[src/rtl/kick_cfg_pkg.sv]
// Shared configuration for the Kickstart relocator family: E-clock hold timing,
// slot encoding helper and the autoconfig identity constants.
package kick_cfg_pkg;

  // Hold/step timing for the 709 kHz E clock (~1.5 s first hold, ~0.75 s per step).
  localparam int HOLD_CYCLES_DEF = 2 ** 20;
  localparam int STEP_CYCLES_DEF = 2 ** 19;

  localparam logic [15:0] AC_MANUF_ID  = 16'h0A1C;
  localparam logic [7:0]  AC_PRODUCT   = 8'h4B;
  localparam logic [31:0] AC_SERIAL    = 32'h4B53_0001;

  // The motherboard ROM sits one past the last flash bank.
  function automatic int mbSlot(input int numBanks);
    return numBanks;
  endfunction

endpackage

[src/rtl/kick_slot_next.sv]
// Combinational finder for the next valid Kickstart slot after sel, wrapping
// through the flash banks and the motherboard ROM.
module kick_slot_next
  import kick_cfg_pkg::*;
#(
  parameter int NUM_BANKS = 4,
  parameter int SLOT_W    = $clog2(NUM_BANKS + 1)
) (
  input  logic [SLOT_W-1:0]    sel,
  input  logic [NUM_BANKS-1:0] bankMask,
  input  logic                 size1M,
  output logic [SLOT_W-1:0]    nextSel
);

  localparam logic [SLOT_W-1:0] MB_SLOT = SLOT_W'(mbSlot(NUM_BANKS));

  logic [NUM_BANKS:0] slotPresent;
  logic [SLOT_W-1:0]  cand;
  logic               found;
  logic               candValid;

  assign slotPresent = {1'b1, bankMask};

  // The motherboard slot is always present, so the scan always lands somewhere.
  always_comb begin
    nextSel   = MB_SLOT;
    found     = 1'b0;
    cand      = '0;
    candValid = 1'b0;
    for (int k = 1; k <= NUM_BANKS + 1; k++) begin
      cand      = SLOT_W'((int'(sel) + k) % (NUM_BANKS + 1));
      candValid = slotPresent[cand] && ((cand == MB_SLOT) || !size1M || !cand[0]);
      if (!found && candValid) begin
        nextSel = cand;
        found   = 1'b1;
      end
    end
  end

endmodule

[src/rtl/kick_bank_selector.sv]
// Keyboard-reset hold timer that steps a persistent Kickstart slot selection
// through the populated flash banks and the motherboard ROM.
module kick_bank_selector
  import kick_cfg_pkg::*;
#(
  parameter int                   NUM_BANKS    = 4,
  parameter logic [NUM_BANKS-1:0] BANK_MASK    = '1,
  parameter int                   DEFAULT_SLOT = 0,
  parameter int                   HOLD_CYCLES  = HOLD_CYCLES_DEF,
  parameter int                   STEP_CYCLES  = STEP_CYCLES_DEF,
  localparam int                  SLOT_W       = $clog2(NUM_BANKS + 1)
) (
  input  logic              E_CLK,
  input  logic              RESET_n,
  input  logic              SIZE_1M,
  output logic [SLOT_W-2:0] BANK_SEL,
  output logic              USE_MB,
  output logic              STEP_PULSE,
  output logic              HOLDING
);

  localparam int MAX_CYC = (HOLD_CYCLES > STEP_CYCLES) ? HOLD_CYCLES : STEP_CYCLES;
  localparam int CNT_W   = (MAX_CYC > 1) ? $clog2(MAX_CYC) : 1;

  localparam logic [CNT_W-1:0]  HOLD_T  = CNT_W'(HOLD_CYCLES - 1);
  localparam logic [CNT_W-1:0]  STEP_T  = CNT_W'(STEP_CYCLES - 1);
  localparam logic [SLOT_W-1:0] MB_SLOT = SLOT_W'(mbSlot(NUM_BANKS));

  logic [CNT_W-1:0]  cnt;
  logic              first;
  logic              pulse;
  logic              atThresh;
  logic [SLOT_W-1:0] nextSel;
  logic [SLOT_W-2:0] bankLow;

  // Selection survives every reset; only configuration loads the default.
  logic [SLOT_W-1:0] sel = SLOT_W'(DEFAULT_SLOT);

  assign atThresh = (cnt == (first ? HOLD_T : STEP_T));

  always_ff @(posedge E_CLK or posedge RESET_n) begin
    if (RESET_n) begin
      cnt   <= '0;
      first <= 1'b1;
      pulse <= 1'b0;
    end else if (atThresh) begin
      cnt   <= '0;
      first <= 1'b0;
      pulse <= 1'b1;
    end else begin
      cnt   <= cnt + CNT_W'(1);
      pulse <= 1'b0;
    end
  end

  // Gating on RESET_n keeps a release that races the threshold edge from committing.
  always_ff @(posedge E_CLK) begin
    if (!RESET_n && atThresh) begin
      sel <= nextSel;
    end
  end

  kick_slot_next #(
    .NUM_BANKS(NUM_BANKS),
    .SLOT_W   (SLOT_W)
  ) uSlotNext (
    .sel     (sel),
    .bankMask(BANK_MASK),
    .size1M  (SIZE_1M),
    .nextSel (nextSel)
  );

  always_comb begin
    bankLow = sel[SLOT_W-2:0];
    if (SIZE_1M) begin
      bankLow[0] = 1'b0;
    end
  end

  assign USE_MB     = (sel == MB_SLOT);
  assign BANK_SEL   = USE_MB ? '0 : bankLow;
  assign HOLDING    = !first;
  assign STEP_PULSE = pulse;

endmodule

[config.mk]
export PLATFORM = sky130hd
export DESIGN_NAME = kick_bank_selector
export DESIGN_NICKNAME = d
export VERILOG_FILES = /design/src/rtl/kick_cfg_pkg.sv /design/src/rtl/kick_slot_next.sv /design/src/rtl/kick_bank_selector.sv
export SDC_FILE = /design/constraint.sdc
export NUM_CORES = 1
export LEC_CHECK = 0
export ABC_AREA = 1
export BUFFER_PORTS_ARGS = -buffer_cell sky130_fd_sc_hd__buf_4
export CAP_MARGIN = 40
export CORE_MARGIN = 2
export CORE_UTILIZATION = 60
export CTS_CLUSTER_DIAMETER = 200
export CTS_CLUSTER_SIZE = 14
export DETAILED_ROUTE_END_ITERATION = 10
export MAX_ROUTING_LAYER = met4
export PLACE_DENSITY_LB_ADDON = 0.15
export SETUP_SLACK_MARGIN = 0.1
export SYNTH_ARGS = -nofsm -noshare
export SYNTH_HDL_FRONTEND = slang
export SYNTH_SLANG_ARGS = --single-unit
[constraint.sdc]
create_clock -name E_CLK -period 4.8 [get_ports E_CLK]
set_clock_uncertainty 0.2 [all_clocks]
set_input_delay 0.72 -clock E_CLK [delete_from_list [all_inputs] [get_ports E_CLK]]
set_output_delay 0.72 -clock E_CLK [all_outputs]
set_load 0.005 [all_outputs]
==> Word-level counts from Yosys, hierarchy flattened <==
Memories as Yosys holds them, arrays and structs flattened.
Cells that the tools add are included.
{ "classes": {"multipliers": 0, "reduce_logical": 32, "eq_ne": 7, "magnitude_cmp": 5, "bitwise": 0, "add_sub_neg": 6, "muxes": 19, "n_div": 5, "shift": 0} }
{ "ops": {"columns": ["op", "n"], "rows": [
  ["32-bit by 4-bit modulo with 32-bit output (second input constant)", 5],
  ["20-bit two-way mux", 2],
  ["20-bit by 1-bit adder with 20-bit output (second input constant)", 1],
  ["20-bit equality test", 1],
  ["3-bit by 4-bit < comparator with 1-bit output (second input constant)", 5],
  ["3-bit equality test (second input constant)", 6],
  ["3-bit two-way mux", 5],
  ["1-bit logical NOT", 12],
  ["1-bit two-way mux", 11],
  ["1-bit logical AND", 10],
  ["1-bit logical OR", 10],
  ["3-bit by 2-bit adder with 4-bit output (second input constant)", 2],
  ["3-bit by 3-bit adder with 4-bit output (second input constant)", 2],
  ["3-bit by 1-bit adder with 4-bit output (second input constant)", 1],
  ["2-bit two-way mux", 1]
]} }
{ "totals": {"out_inout_bits": 5, "mem_count": 5, "inputBits": 3, "mem_bits_rw": 0, "latchBits": 0, "romBits": 40, "ff_bits": 25, "word_cells": 83} }
{ "mem_list": {"columns": ["memory", "depth", "word_bits", "rd", "rd_ports_with_merged_regs", "wr", "line", "source"], "rows": [
  ["(no name shown)", 8, 1, 1, 0, 0, "kick_slot_next.sv:32", "candValid = slotPresent[cand] && ((cand == MB_SLOT) || !size1M || !cand[0]);"],
  ["(no name shown)", 8, 1, 1, 0, 0, "kick_slot_next.sv:32", null],
  ["(no name shown)", 8, 1, 1, 0, 0, "kick_slot_next.sv:32", null],
  ["(no name shown)", 8, 1, 1, 0, 0, "kick_slot_next.sv:32", null],
  ["(no name shown)", 8, 1, 1, 0, 0, "kick_slot_next.sv:32", null]
]} }

==> Logic depth before layout (Yosys ltp) <==
Gate-level depths: netlist (run 1).
{ "logic_depth": {"depth_word": 19, "depth_mapped": 22, "mapped_depth_nobuf": 20} }

==> Hierarchy <==
A second synthesis (run 1) with hierarchy kept.
{ "hier_totals": {"hier_cells": 403, "area_unflattened_um2": 2748.9} }
{ "by_module_without_submodules": {"columns": ["module", "cells_per_inst", "seq_area_each_um2", "area_per_inst_um2", "instances"], "rows": [
  ["kick_slot_next", 256, 0.0, 1470.2, 1],
  ["kick_bank_selector", 147, 641.9, 1278.7, 1]
]} }

==> Worst setup path before layout (run 1) <==
OpenSTA, ideal clock, no wires.
{ "synth_path": {"kind": "register -> register", "startpoint": "register sel[0]", "endpoint": "register sel[2] (data pin)", "arrival_time_ns": 3.236, "path_stages_with_launch": 22, "setup_ns": 0.256, "t_required_ns": 4.344, "synth_period_minus_slack_ns": 3.692, "path_buffers": 2, "slack_ns": 1.108, "path_cell_list": "edfxtp_1 -> buf_4 -> buf_2 -> inv_1 -> ha_1 -> inv_1 -> ha_1 -> inv_1 -> nand3_1 -> nand2_2 -> xor2_1 -> ha_1 -> inv_1 -> or2_2 -> nand3_1 -> nand2_1 -> nand2_1 -> nand3_2 -> nor2_2 -> nand2_1 -> nor2_1 -> a21oi_1"} }
{ "synth_between": {"elab_chain_cells": 19, "elab_cells_between_ends": 62, "classes_between": "add/sub (5); div (5); eq/ne (5); mux (14); reduce/logical (28); memory (5)"} }
{ "synth_rtl": {"columns": ["item", "line", "source"], "rows": [
  ["start: declaration", "kick_bank_selector.sv:37", "logic [SLOT_W-1:0] sel = SLOT_W'(DEFAULT_SLOT);"],
  ["start signal: assignment", "kick_bank_selector.sv:59", "sel <= nextSel;"],
  ["branches (longest 18 deep; another with 32-bit by 4-bit modulo with 32-bit output)", null, null],
  ["3-bit two-way mux *", "kick_slot_next.sv:33", "if (!found && candValid) begin"],
  ["via nextSel[2]", "kick_bank_selector.sv:33", "logic [SLOT_W-1:0] nextSel;"]
]} }
Mark *: on every way through the listed nets, which the timed path passes. The select of a mux whose other input is x is not followed.
A chain may end at the register's enable or synchronous reset.

==> Final worst setup path (run 1) <==
{ "layout_path": {"startpoint": "register sel[1]", "endpoint": "register sel[2] (data pin)"} }
Same word-level chain as after synthesis.

==> results of run 1 <==
==> cell type report <==
cell class | count | area [sq um]
clock buffer | 4 | 45.0
fill | 325 | 1210
inverter | 53 | 204
multi-input combinational | 225 | 1470
sequential | 25 | 642
tap | 48 | 60.1
timing repair buffer | 8 | 60.1
==> sequential cells by signal (all words and copies together) (netlist names) <==
register	cells
sel	3
cnt	20
STEP_PULSE	1
first	1
==> worst min-delay path by stage <==
stage | startpoint | end | slack, ns | depth (start not counted)
2_1_floorplan | cnt[12] | cnt[12] | 0.25 | 1
3_3_place_gp | cnt[12] | cnt[12] | 0.26 | 1
3_5_place_dp | cnt[12] | cnt[12] | 0.27 | 1
4_1_cts | cnt[12] | cnt[12] | 0.28 | 1
5_1_grt | cnt[12] | cnt[12] | 0.29 | 1
6_report | cnt[12] | cnt[12] | 0.28 | 1
==> critical path: stages (launching register included) <==
cell and delay [ns]:
edfxtp_1 0.49, inv_1 0.21, ha_1 0.51, inv_1 0.19, ha_1 0.23, inv_1 0.07
nand3_1 0.13, nand2_2 0.12, xor2_1 0.26, ha_1 0.20, inv_1 0.06, or2_2 0.27
nand3_1 0.11, nand2_1 0.11, nand2_1 0.09, nand3_2 0.09, nor2_2 0.19, nand2_1 0.08
nor2_1 0.08, a21oi_1 0.04
==> routing by layer <==
| metal | vias up | routed length (microns) | track usage |
|---|---|---|---|
| met4 | 0 | 46 | 0.0638 |
| met3 | 4 | 83 | 0.0153 |
| met5 | - | 0 | - |
| met1 | 827 | 1910 | 0.269 |
| li1 | 992 | - | - |
| met2 | 23 | 2120 | 0.410 |
==> through the flow <==
| step | instance area, sq um | hold slack [ns] | power (mW) | instances |
|---|---|---|---|---|
| CTS | 2480 | 0.278 | 0.349 | 363 |
| global placement | 2430 | 0.263 | 0.228 | 359 |
| finish | 2480 | 0.276 | 0.343 | 363 |
| floorplan | 2330 | 0.246 | 0.224 | 307 |
| global route | 2480 | 0.293 | 0.358 | 363 |
| detailed placement | 2430 | 0.266 | 0.228 | 359 |
==> cells by family (layout without fill, tap and decap cells) <==
group                      count (synthesis)  after routing
buffers and inverters                     57             65
DFF                                       25             25
adders and majority gates                 28             28
AOI/OAI and AO/OA                         22             22
and+or+nand+nor                          155            155
xor gates and xnor gates                  20             20
==> power by group through the flow <==
stage,combinational [mW],clock [mW],sequential (mW)
5_1_grt,0.0109,0.134,0.214
4_1_cts,0.00961,0.126,0.214
3_3_place_gp,0.00954,0,0.218
3_5_place_dp,0.00958,0,0.218
2_1_floorplan,0.00581,0,0.218
6_report,0.00941,0.119,0.214
==> placed cells by master, fill, tap and decap left out, types with 2 or more instances in the layout <==
master	synthesis	final
nor3_1	6	6
ha_1	28	28
nand3_4	2	2
inv_1	48	48
edfxtp_1	3	3
a21oi_1	11	11
nor2_2	3	3
nand2_1	69	69
clkbuf_8	0	3
dfrtp_1	21	21
nand3_1	20	20
o21ai_1	5	5
xnor2_1	6	6
nand3b_1	2	2
xor2_1	14	14
buf_4	1	8
o21bai_1	3	3
nor2_1	25	25
nor3_4	2	2
nand4_1	8	8
nand3_2	4	4
nor2_4	2	2
inv_2	4	4
nand2_2	5	5
==> results.tsv, run 1 <==
stage	metric	value	unit
grt	total track usage	0.226	
synth	Post-Synthesis Cell Area	2330	sq um
cts	post-cts resize count	0	
die	Initial Utilization	0.633	
placed_design	Port Buffers	7	
critical_path	CP required	4.62	ns
layout	post-layout util	0.672	
die	die area	4400	sq um
critical_path	CP startpoint	sel[1]	
synth	Post-Syn Nets	338	
die	# rows	22	
routing	Detailed Route Iter0 Violations	73	
cts	Sink Count	25	
timing	Slew Limit Fails	0	
critical_path	Crit Path Category	reg -> reg	
synth	number of synthesized flops with an enable pin	3	
synth	Synth top area share	0.225	
critical_path	CP Capture Type	flip-flop	
synth	Adder-Cell Fraction of Synth Area	0.150	
synth	Post-Synth Simple-Gate Area	0.347	
power	Clk pwr share	0.349	
synth	Post-Synthesis Cells	307	
timing	Max Fclk	253	MHz
timing	Worst Max-Slew Pin Slew	0.821	ns
routing	routed wire length per instance	11.5	microns
synth	Seq cells post-synth	25	
routing	DR pass1 iterations	4	
synth	part of the Yosys area used for sequential elements	0.275	
synth	Yosys warning total	0	
routing	Vias per Instance	5.09	
critical_path	startpoint types	flip-flop	
die	chip width	66.4	microns
die	# IOs	8	
placed_design	Detailed Place HPWL	3.41	mm
synth	largest family of logic cells by synthesized area	simple AND/OR/NAND/NOR gates	
cts	clk root buf	clkbuf_8	
timing	RSZ-0062 raised after global routing	false	
power	Gate power share	0.027	
routing	Routed WL	4.16	mm
synth	Synth area leader	dfrtp_1	
timing	Period minus WS final	3.95	ns
cts	Inserted Clock Buffers	3	
synth	FFs w/ async S/R, synth	0.880	
synth	post-synthesis cell type count	37	
synth	ys flop type	dfrtp_1	
synth	mux share of post-synthesis cell area	0	
power	Pint	0.276	mW
die	die height	66.4	microns
critical_path	Worst R2R Setup Slack	0.85	ns
grt	largest net degree at the start of global routing	23	
critical_path	Critical R2R Launch	sel[1]	
timing	Tcrit/Tclk final	0.823	
synth	Post-synth top cells	nand2_1 (69), inv_1 (48), ha_1 (28), nor2_1 (25), dfrtp_1 (21)	
critical_path	Setup crit end	sel[2]	
timing	worst setup margin	0.852	ns
layout	layout cell share with drive strength beyond 1	0.130	
synth	XOR/XNOR share of the synthesized area	0.0751	
grt	initial antenna violation count	0	
synth	Area contributors post-synth	dfrtp_1 (23%), ha_1 (15%), nand2_1 (11%), inv_1 (7.7%), xor2_1 (5.3%)	
status	outcome	completed	
min_path	Hold/Removal Path Class	reg -> reg	
cts	Clock transition at path regs	0.08	ns
power	leakage power	1.31	nW
routing	detailed-route DRC error count	0	
synth	most common cell in the netlist	nand2_1	
critical_path	Arr. time, crit path	3.77	ns
power	Net Sw Frac	0.195	
power	Peak supply drop	162	uV
timing	setup total negative slack	0	ns
synth	Synth Area per Inst	7.60	sq um
layout	Final #Nets	347	
layout	n_diodes	0	
layout	Layout area overhead	6.22	%
critical_path	CP max FO	9	
critical_path	reg2reg end	sel[2]	
timing	final setup fails	0	
placed_design	dpl ws	0.879	ns
routing	routed via count	1846	
timing	Max-slew headroom	0.452	
cts	H-tree depth	1	
routing	DRT antenna net count	0	
critical_path	worst r2r path cells	19	
power	Seq pwr share	0.624	
power	Net Sw Power	0.0669	mW
placed_design	Final Wtd Congestion	0.826	
grt	gr ovfl total	0	
cts	setup bufs post-CTS	0	
power	Pwr Density	138	nW/um^2
run	max cap viols	0	
cts	Post-CTS Hold Fix Bufs	0	
timing	Hold Fails Final Rpt	0	
grt	first-pass GRT wire length	7.53	mm
die	Core Region	3690	sq um
cts	Clk Latency, worst-skew pair	0.26	ns
grt	vias in the first global route	1781	
synth	post-synthesis compound-gate area fraction	0.0563	
cts	Clock Path Buffers	2	
cts	TritonCTS clock tree	built	
No activity file was read; power rests on OpenSTA's default activity.
==> inputs of run 2 (changes only) <==
==> constraint.sdc (replaced) <==
create_clock -name E_CLK -period 3.8 [get_ports E_CLK]
set_clock_uncertainty 0.2 [all_clocks]
set_input_delay 0.57 -clock E_CLK [delete_from_list [all_inputs] [get_ports E_CLK]]
set_output_delay 0.57 -clock E_CLK [all_outputs]
set_load 0.005 [all_outputs]
==> run 2 against run 1 <==
Sequential share of layout area decreased by 0.61 points. Via count grew 4.0%. Global-route usage rose by 0.81 points. Final area grew 2.4%. Die area is the same. Clock power rose by 30%. Hold slack got worse by 0.18 ns. Non-clock buffer count grew 5. Setup slack got worse by 0.51 ns. Sequential cell count did not move. Critical path type unchanged. Largest power group unchanged.
==> results.tsv, run 2 (synthesis results as in run 1) <==
stage	metric	value	unit	change
layout	commonest non-fill, non-tap cell in the layout	nand2_1		
routing	DRT antenna net count	0		unchanged
cts	Clock Path Buffers	2		unchanged
critical_path	worst r2r path cells	19		unchanged
critical_path	Bufs and invs on worst path	5		+1
cts	clk root buf	clkbuf_8		
power	Peak supply drop	262	uV	+62%
timing	final setup fails	0		unchanged
routing	routed via count	1920		+4.0%
grt	vias in the first global route	1825		+2.5%
die	Core Region	3690	sq um	unchanged
critical_path	Critical-path top delay cell	edfxtp_1		
timing	Slew Limit Fails	0		unchanged
run	max cap viols	0		unchanged
timing	Tcrit/Tclk final	0.911		+0.0881
cts	Sink Count	25		unchanged
layout	Final #Nets	352		+1.4%
cts	H-tree depth	1		unchanged
routing	Routed WL	4.48	mm	+7.7%
placed_design	placed instance area	2480	sq um	+1.9%
layout	final instance area	2540	sq um	+2.4%
critical_path	Critical R2R Launch	sel[2]		
layout	biggest regs	cnt x20, sel x3		
timing	Worst Max-Slew Pin Slew	0.411	ns	-0.410 ns
routing	routed wire length per instance	12.2	microns	+6.2%
layout	Layout area overhead	8.79	%	
grt	total track usage	0.234		+0.00813
cts	Inserted Clock Buffers	3		unchanged
grt	initial antenna violation count	0		unchanged
layout	layout cell share with drive strength beyond 1	0.153		+0.0230
die	chip width	66.4	microns	unchanged
die	Initial Utilization	0.633		unchanged
cts	Clock transition at path regs	0.09	ns	about the same
cts	setup bufs post-CTS	0		unchanged
layout	multi-input logic area	1480	sq um	+1.0%
placed_design	Final Wtd Congestion	0.912		+10%
power	leakage power	1.34	nW	+2.0%
cts	Post-CTS Hold Fix Bufs	0		unchanged
critical_path	CP startpoint	sel[2]		
cts	Clk Latency, worst-skew pair	0.27	ns	about the same
layout	n_diodes	0		unchanged
timing	final hold slack	0.0928	ns	-0.183 ns
layout	final cell count without fillers	368		+1.4%
layout	Reg area	642	sq um	unchanged
timing	RSZ-0062 raised after global routing	false		
placed_design	Detailed Place HPWL	3.69	mm	+8.3%
critical_path	CP Capture Type	flip-flop		
timing	Period minus WS final	3.46	ns	-0.488 ns
critical_path	Arr. time, crit path	3.29	ns	-0.48 ns
cts	TritonCTS clock tree	built		
cts	post-cts resize count	0		unchanged
routing	detailed-route DRC error count	0		unchanged
critical_path	Worst R2R Setup Slack	0.34	ns	-0.51 ns
layout	commonest cells after routing, fill and taps aside	nand2_1 (69), inv_1 (47), ha_1 (27), nor2_1 (25), dfrtp_1 (21)		
timing	Hold Fails Final Rpt	0		unchanged
critical_path	startpoint types	flip-flop		
placed_design	dpl ws	0.270	ns	-0.609 ns
grt	largest net degree at the start of global routing	20		-13%
timing	setup total negative slack	0	ns	unchanged
grt	first-pass GRT wire length	7.72	mm	+2.5%
layout	# fillers	321		-1.2%
critical_path	worst path cell trace	buf_4, inv_2, ha_1, nor3_1, nor2_1, xor2_1, inv_1, ha_1, inv_1, a21oi_1, nand2_1, a21boi_1, o21ai_1, nor2_1, inv_1, nor2_4, nand2_1, nor2_1, a21oi_1		
timing	Max-slew headroom	0.726		+0.274
layout	Top reg by flops	cnt		
critical_path	slowest stage delay, CP	0.42	ns	-0.09 ns
layout	max reg flops	20		unchanged
critical_path	reg2reg end	sel[2]		
die	# rows	22		unchanged
critical_path	CP max FO	8		-1
power	Pwr Total	0.440	mW	+28%
critical_path	Crit Path Category	reg -> reg		
critical_path	largest delay contributor family on the critical path	simple AND/OR/NAND/NOR gates		
critical_path	CP required	3.63	ns	-0.99 ns
status	outcome	completed		
timing	worst setup margin	0.340	ns	-0.512 ns
routing	Detailed Route Iter0 Violations	108		+48%
placed_design	Placed Instances	364		+1.4%
die	# IOs	8		unchanged
min_path	Hold/Removal Path Class	in -> async		
layout	post-layout util	0.688		+0.0163
power	Pwr Density	173	nW/um^2	+25%
timing	Max Fclk	289	MHz	+14%
routing	Vias per Instance	5.22		+2.6%
die	die height	66.4	microns	unchanged
placed_design	Port Buffers	7		unchanged
die	die area	4400	sq um	unchanged
grt	gr ovfl total	0		unchanged
routing	DR pass1 iterations	4		unchanged
run 2: metal layers:
metal  share of wire  vias up  track usage
li1                -     1007            -
met1            0.44      877        0.271
met2            0.52       29        0.423
met3           0.026        7       0.0290
met4           0.016        0       0.0689
met5               0        -            -
run 2: worst max path at each step:
stage | slack, ns | to | cells after the start
6_report | 0.34 | sel[2] | 19
5_1_grt | 0.1 | sel[2] | 19
4_1_cts | 0.25 | sel[2] | 19
3_5_place_dp | 0.27 | sel[2] | 19
3_3_place_gp | 0.37 | sel[2] | 19
2_1_floorplan | 0.11 | sel[2] | 21
run 2: cell type report:
class,instances,share of cell area
inverter,53,0.0803
sequential,25,0.253
tap,48,0.0237
clock buffer,4,0.0177
timing repair buffer,13,0.0414
multi-input combinational,225,0.584
run 2: power breakdown:
part	switching [mW]	internal (mW)
Combinational	0.00915	0.00493
Clock	0.0806	0.0749
Sequential	0	0.270
